## config.mk

```make
export PLATFORM = sky130hd
export DESIGN_NAME = packet_serializer
export DESIGN_NICKNAME = d
export VERILOG_FILES = /design/src/rtl/packet_serializer.sv
export SDC_FILE = /design/constraint.sdc
export NUM_CORES = 2
export LEC_CHECK = 0
export CORE_MARGIN = 5
export CORE_UTILIZATION = 30
export DETAILED_ROUTE_END_ITERATION = 10
export DONT_BUFFER_PORTS = 1
export PLACE_DENSITY = 0.52
export SETUP_SLACK_MARGIN = 0.05
export SYNTH_ARGS = -nofsm -noshare
export SYNTH_HDL_FRONTEND = slang
export SYNTH_SLANG_ARGS = --single-unit
export TNS_END_PERCENT = 1
```

## constraint.sdc

```tcl
create_clock -name clock -period 2.1 [get_ports clock]
set_clock_uncertainty 0.05 [all_clocks]
set_input_delay 0.42 -clock clock [delete_from_list [all_inputs] [get_ports clock]]
set_output_delay 0.42 -clock clock [all_outputs]
set_load 0.1 [all_outputs]
```

## src/rtl/packet_serializer.sv

```systemverilog
// Packet serializer: requests the head packet of the selected core's queue, captures it on
// the valid pulse and streams it out as BEAT_WIDTH-bit beats. Optional: SERIALIZER_TIMEOUT_EN.
module packet_serializer #(
  parameter int NUMBER_OF_QUEUES = 4,
  parameter int REGISTER_SIZE    = 32,
  parameter int DATA_SIZE        = 678,
  parameter int BEAT_WIDTH       = 128
) (
  input  logic                                clock,
  input  logic                                reset,
  input  logic                                pending,
  input  logic [$clog2(NUMBER_OF_QUEUES)-1:0] core_id,
  output logic                                serializer_to_queues_ready,
  input  logic                                queues_to_serializer_valid,
  input  logic [DATA_SIZE-1:0]                queues_to_serializer_packet,
  output logic [BEAT_WIDTH-1:0]               m_data,
  output logic                                m_valid,
  output logic                                m_last,
  output logic [$clog2(NUMBER_OF_QUEUES)-1:0] m_core_id,
  input  logic                                m_ready,
  output logic [REGISTER_SIZE-1:0]            packets_sent,
  input  logic [REGISTER_SIZE-1:0]            timeout_cycles,
  output logic                                timeout_error
);
  localparam int CIDW  = $clog2(NUMBER_OF_QUEUES);
  localparam int BEATS = (DATA_SIZE + BEAT_WIDTH - 1) / BEAT_WIDTH;
  localparam int BCW   = (BEATS > 1) ? $clog2(BEATS) : 1;
  localparam logic [BCW-1:0] LAST_BEAT = BCW'(BEATS - 1);

  typedef enum logic [1:0] {S_IDLE, S_REQUEST, S_SEND} state_t;

  state_t                   state_q, state_d;
  logic                     ready_q, ready_d;
  logic [DATA_SIZE-1:0]     capture_q, capture_d;
  logic [BCW-1:0]           beat_q, beat_d;
  logic                     m_valid_q, m_valid_d;
  logic [CIDW-1:0]          m_core_id_q, m_core_id_d;
  logic [REGISTER_SIZE-1:0] sent_q, sent_d;
`ifdef SERIALIZER_TIMEOUT_EN
  logic [REGISTER_SIZE-1:0] tmo_cnt_q, tmo_cnt_d;
  logic                     tmo_err_q, tmo_err_d;
`endif

  // Zero-padded view so the final beat carries the remainder with zero upper bits.
  logic [BEATS*BEAT_WIDTH-1:0]         padded;
  logic [BEATS-1:0][BEAT_WIDTH-1:0]    beats_w;

  always_comb begin
    padded                 = '0;
    padded[DATA_SIZE-1:0]  = capture_q;
  end
  assign beats_w = padded;

  always_comb begin
    state_d     = state_q;
    ready_d     = ready_q;
    capture_d   = capture_q;
    beat_d      = beat_q;
    m_valid_d   = m_valid_q;
    m_core_id_d = m_core_id_q;
    sent_d      = sent_q;
`ifdef SERIALIZER_TIMEOUT_EN
    tmo_cnt_d   = tmo_cnt_q;
    tmo_err_d   = tmo_err_q;
`endif
    case (state_q)
      S_IDLE: begin
        if (pending) begin
          state_d     = S_REQUEST;
          ready_d     = 1'b1;
          m_core_id_d = core_id;
`ifdef SERIALIZER_TIMEOUT_EN
          tmo_cnt_d   = '0;
`endif
        end
      end
      S_REQUEST: begin
        if (queues_to_serializer_valid) begin
          capture_d = queues_to_serializer_packet;
          ready_d   = 1'b0;
          beat_d    = '0;
          m_valid_d = 1'b1;
          state_d   = S_SEND;
        end
`ifdef SERIALIZER_TIMEOUT_EN
        // Expire after exactly timeout_cycles REQUEST cycles without a pulse.
        else if (timeout_cycles != '0 && (tmo_cnt_q + 1'b1) == timeout_cycles) begin
          ready_d   = 1'b0;
          tmo_err_d = 1'b1;
          state_d   = S_IDLE;
        end else begin
          tmo_cnt_d = tmo_cnt_q + 1'b1;
        end
`endif
      end
      S_SEND: begin
        if (m_valid_q && m_ready) begin
          if (beat_q == LAST_BEAT) begin
            m_valid_d = 1'b0;
            sent_d    = sent_q + 1'b1;
            state_d   = S_IDLE;
          end else begin
            beat_d = beat_q + 1'b1;
          end
        end
      end
      default: state_d = S_IDLE;
    endcase
  end

  always_ff @(posedge clock or negedge reset) begin
    if (!reset) begin
      state_q     <= S_IDLE;
      ready_q     <= 1'b0;
      capture_q   <= '0;
      beat_q      <= '0;
      m_valid_q   <= 1'b0;
      m_core_id_q <= '0;
      sent_q      <= '0;
`ifdef SERIALIZER_TIMEOUT_EN
      tmo_cnt_q   <= '0;
      tmo_err_q   <= 1'b0;
`endif
    end else begin
      state_q     <= state_d;
      ready_q     <= ready_d;
      capture_q   <= capture_d;
      beat_q      <= beat_d;
      m_valid_q   <= m_valid_d;
      m_core_id_q <= m_core_id_d;
      sent_q      <= sent_d;
`ifdef SERIALIZER_TIMEOUT_EN
      tmo_cnt_q   <= tmo_cnt_d;
      tmo_err_q   <= tmo_err_d;
`endif
    end
  end

  assign serializer_to_queues_ready = ready_q;
  assign m_valid      = m_valid_q;
  assign m_data       = beats_w[beat_q];
  assign m_last       = m_valid_q && (beat_q == LAST_BEAT);
  assign m_core_id    = m_core_id_q;
  assign packets_sent = sent_q;

`ifdef SERIALIZER_TIMEOUT_EN
  assign timeout_error = tmo_err_q;
`else
  logic unused_timeout;
  assign unused_timeout = ^timeout_cycles;
  assign timeout_error  = 1'b0;
`endif

endmodule

```

# Word level (Yosys, flattened, before mapping)
# Cells that the tools add are included.
# classes
bitwise	0
n_addsub	2
n_eq_ne	8
muxes	18
n_mul	0
magnitude_cmp	1
n_reduce_logical	12
shift	0
div_mod_pow	0
# ops
operator	count
$bmux 128 s3	1
$mux 128	1
$add 32x1->32 const B	1
$reduce_and 4->1	3
$ne 2x2->1 const B	5
$mux 3	3
$mux 2	4
$pmux 2 s3	1
$pmux 3 s2	1
$reduce_and 3->1	2
$mux 1	5
$lt 3x4->1 const B	1
$pmux 1 s2	2
$reduce_and 2->1	2
$reduce_bool 2->1	2
$add 3x1->3 const B	1
$eq 3x3->1 const B	1
$eq 2x1->1 const B	1
$eq 2x2->1 const B	1
$logic_and 1x1->1	2
$logic_not 2->1	1
# totals
input_bits	717
wordCells	48
memories	0
regBits	719
mem_bits_rw	0
rom_bits	0
latchBits	0

# Depth between registers and ports, before layout
# depth
depth_word	4
depth_mapped	10
mapped_depth_nobuf	6

# Least setup slack after synthesis
# OpenSTA, ideal clock, no wires.
# synth_timing
path_kind	register to output
startpoint	register beat_q[0]
endpoint	output port m_data[111]
arrival_time_ps	3293
required_ps	1630
setup_slack_ps	-1663
path_stages_with_launch	7
cell_sequence	dfrtp_1 -> buf_2 -> buf_6 -> buf_6 -> mux4_2 -> inv_1 -> o21ai_0
# synth_between
elab_chain_len	2
# synth_lines
item	line_no	rtl
start: declaration	35	logic [BCW-1:0] beat_q, beat_d;
start signal: assignment	128	beat_q <= beat_d;
$bmux 128 s3	141	assign m_data = beats_w[beat_q];
$mux 128 (not written as such)	141	
end: declaration	16	output logic [BEAT_WIDTH-1:0] m_data,
# Every way passes these cells. The select of a mux whose other input is x is not followed.

# Worst setup path in the final report
# layout_timing
startpoint	register beat_q[0]
endpoint	output port m_data[47]
# Same word-level chain as after synthesis.

==> impl_metrics.yaml <==
timing:
  layout_min_cycle_time_ps: 3010
  hold-worst-slack_ps: -40.2
  timing.setup.tns_ps: -101200
  fin_ws_ps: -906
  timing.fmax_mhz: 333
  maxSlewViolCount: 0
  setup_viol_count_final: 168
  final-hold-violation-count: 9
  rsz0062_at_grt: "true"
  worst_slew_margin_rel: 0.100
  final_min_period_over_clock_period: 1.43
  tightest_slew_ps: 1350
synthesis:
  synth_largest_type_area_fraction: 0.548
  synth_edf_count: 0
  postSynth.topFlopCell: "sky130_fd_sc_hd__dfrtp_1"
  top_post_synthesis_cells_by_area: "sky130_fd_sc_hd__dfrtp_1, sky130_fd_sc_hd__mux2_1, sky130_fd_sc_hd__mux2_2"
  syn_nets: 2914
  synth_area_per_inst_um2: 15.0
  postSynthCellCount: 2194
  syn-cell-area_um2: 32800
  synthDominantAreaCellType: "sky130_fd_sc_hd__dfrtp_1"
  yosysUniqueCellTypes: 42
  synth_sequential_area_ratio: 0.548
  async_reset_ff_frac: 1.00
  ys_seq_elements: 719
  yosys_warnings: 0
finish:
  footprint_of_the_multi_input_gates_um2: 15000
  final_cell_mix: "sky130_fd_sc_hd__dfrtp_1, sky130_fd_sc_hd__dlygate4sd3_1, sky130_fd_sc_hd__mux2_1"
  finish.instance_area_um2: 50000
  ff_latch_area_um2: 18000
  n_fill_cell: 9388
  finish.net_count: 3847
  layout-drive-gt1-share: 0.390
  most_common_library_cell_in_the_layout_ignoring_fill_and_taps: "sky130_fd_sc_hd__dfrtp_1"
  signed_area_change_from_the_synthesized_netlist_to_the_final_layout_pct: 52.3
pwr:
  finalPower_mw: 96.9
  power_per_cell_area_nw_per_um2: 1940
  cellLeakagePower_nw: 21.2
  worst_vdd_ir_mv: 0.971
floorplan:
  std_cell_rows: 121
  core_area_um2: 109000
  start_util: 0.302
  die_x_um: 341
  ioPinCount: 883
  fp.dieArea_um2: 116000
  die_height_um: 341
routing:
  post-route-drc-count: 0
  detail_route.vias_per_cell: 4.80
  violation_count_after_the_first_detailed_routing_iteration: 936
  route.detailed.wl_per_inst_um: 24.1
  antenna_violating_nets_post_route: 0
  count_of_vias_placed_by_the_detailed_router: 22200
  drt_first_pass_iters: 4
  detail_route.wirelength_mm: 112
worst_setup_path:
  ordered_list_of_cells_on_the_worst_path: "buf_12 -> buf_12 -> buf_6 -> mux4_2 -> clkinvlp_4 -> o21ai_4 -> buf_12"
  critical_path_arrival_ps: 2540
  critical_path.endpoint_type: "primary output"
  worst-r2r-cell-count: 10
  critPathTopFamily: "buffers and inverters"
  critical-path-max-stage-delay_ps: 520
  worstPathBufferInverterCount: 5
  timing.critical_path.slowest_stage_cell: "sky130_fd_sc_hd__dfrtp_4"
  r2r_end: "packets_sent[30]"
  startpoint_type: "flop"
  timing.critical_path.mode_cell: "sky130_fd_sc_hd__buf_12"
  timing.reg2reg.setup_slack_ps: 30
  r2r_start: "beat_q[0]"
  worstSetupPathType: "reg2out"
  path_max_fanout: 6
  worst_ep_required_time_ps: 1630
clocking:
  numCtsBuffers: 84
  cts_sinks: 719
  clock_tree.htree_level_count: 3
  clockRootBuffer: "sky130_fd_sc_hd__clkbuf_16"
  clkSlewWorstSetupHoldPaths_ps: 60
  insertion_delay_ps: 640
  clockBufferDepth: 3
  tritoncts: "yes"
run:
  max_cap_violations: 0
run_status:
  status: "complete, but fails checks"
  violations_in_the_final_reports: "hold timing, setup timing"
grt:
  grt_use_met2: 0.336
  antenna_found_initial: 23
  first_pass_grt_wire_length_mm: 166
  first_global_vias: 25500
  grt_use_total: 0.187
  globalRouteOverflowTotal: 0
  met1_usage: 0.215
  gr-max-usage-layer: "met2"
  grt_max_degree: 720
  grt_use_met3: 0.0473
hold_path:
  min-delay-path-class: "in2async"
placement:
  postPlaceCellArea_um2: 39300
  portBuffers: 0
  finalWeightedCongestion: 0.862
  dpl_worst_slack_ps: -319
  sum_of_net_half_perimeters_after_detailed_placement_mm: 79.0
==> cell usage after synthesis, types with 38 or more instances <==
master	n
sky130_fd_sc_hd__mux2_1	300
sky130_fd_sc_hd__buf_2	51
sky130_fd_sc_hd__inv_1	135
sky130_fd_sc_hd__buf_6	53
sky130_fd_sc_hd__dfrtp_1	719
sky130_fd_sc_hd__mux2i_1	38
sky130_fd_sc_hd__o22ai_1	40
sky130_fd_sc_hd__mux2_2	281
sky130_fd_sc_hd__nand2_1	104
sky130_fd_sc_hd__mux4_2	128
sky130_fd_sc_hd__o21ai_0	77
sky130_fd_sc_hd__mux2_4	100
==> cell families (layout without fill, tap and decap cells) <==
logic type                 count (synthesis)  count (layout)  synth area share
muxes                                    847             847             0.345
DFF                                      719             719             0.548
buffers and inverters                    278            1279            0.0475
and+or+nand+nor                          170             170            0.0259
AOI/OAI and AO/OA                        145             145            0.0241
xor gates and xnor gates                  31              31           0.00827
adders and majority gates                  3               3           0.00114
other                                      1              23          0.000114
==> flip-flops by register name, summed over array words and instances (netlist names) <==
signal                      count
m_valid                         1
capture_q                     678
packets_sent                   32
state_q                         2
m_core_id                       2
serializer_to_queues_ready      1
beat_q                          3
==> where the power goes <==
part / internal (mW) / switching, mW
Sequential: 20.7 / 4.28
Combinational: 25.1 / 32.2
Clock: 8.54 / 6.08
==> routing by layer <==
metal  vias up  routed length, um
li1       9807                  -
met3       193               5950
met1     11600              43100
met2       682              58300
met5         -                 36
met4         6               4110
==> metrics by stage <==
step / instances / hold slack [ps] / util
2_1_floorplan: 2194 / 74.4 / -
3_3_place_gp: 3743 / 99.9 / 0.362
3_5_place_dp: 3743 / 90.1 / 0.362
4_1_cts: 4603 / -646 / 0.457
5_1_grt: 4626 / 47.1 / 0.459
6_report: 4631 / -40.2 / 0.460
==> how the worst max path moves through the flow <==
stage	start	to	cells past startpoint	slack, ps
global route	beat_q[0]	m_data[47]	7	-990
CTS	beat_q[0]	m_data[47]	7	-980
global placement	beat_q[0]	m_data[47]	7	-290
finish	beat_q[0]	m_data[47]	7	-910
detailed placement	beat_q[0]	m_data[47]	7	-320
floorplan	beat_q[0]	m_data[0]	6	-120
==> area by class of cell <==
cell class              instances  area share
clock inverters                20     0.00413
repair buffers                990       0.237
clock buffers                 134      0.0513
flip-flops and latches        719       0.361
multi-input cells            1197       0.300
well taps                    1414      0.0354
diodes                         22     0.00110
inverters                     135      0.0104
==> repair_timing <==
| item | in CTS | in global routing |
|---|---|---|
| hold buffers | 684 | 3 |
| endpoints found under the setup margin | 159 | 476 |
| gates cloned | 11 | 1 |
| pin swaps | 18 | 10 |
| hold endpoints to repair | 1402 | 76 |
| buffers inserted | 15 | 0 |
| resized for setup | 153 | 41 |
Power figures use the tool's default switching activity.
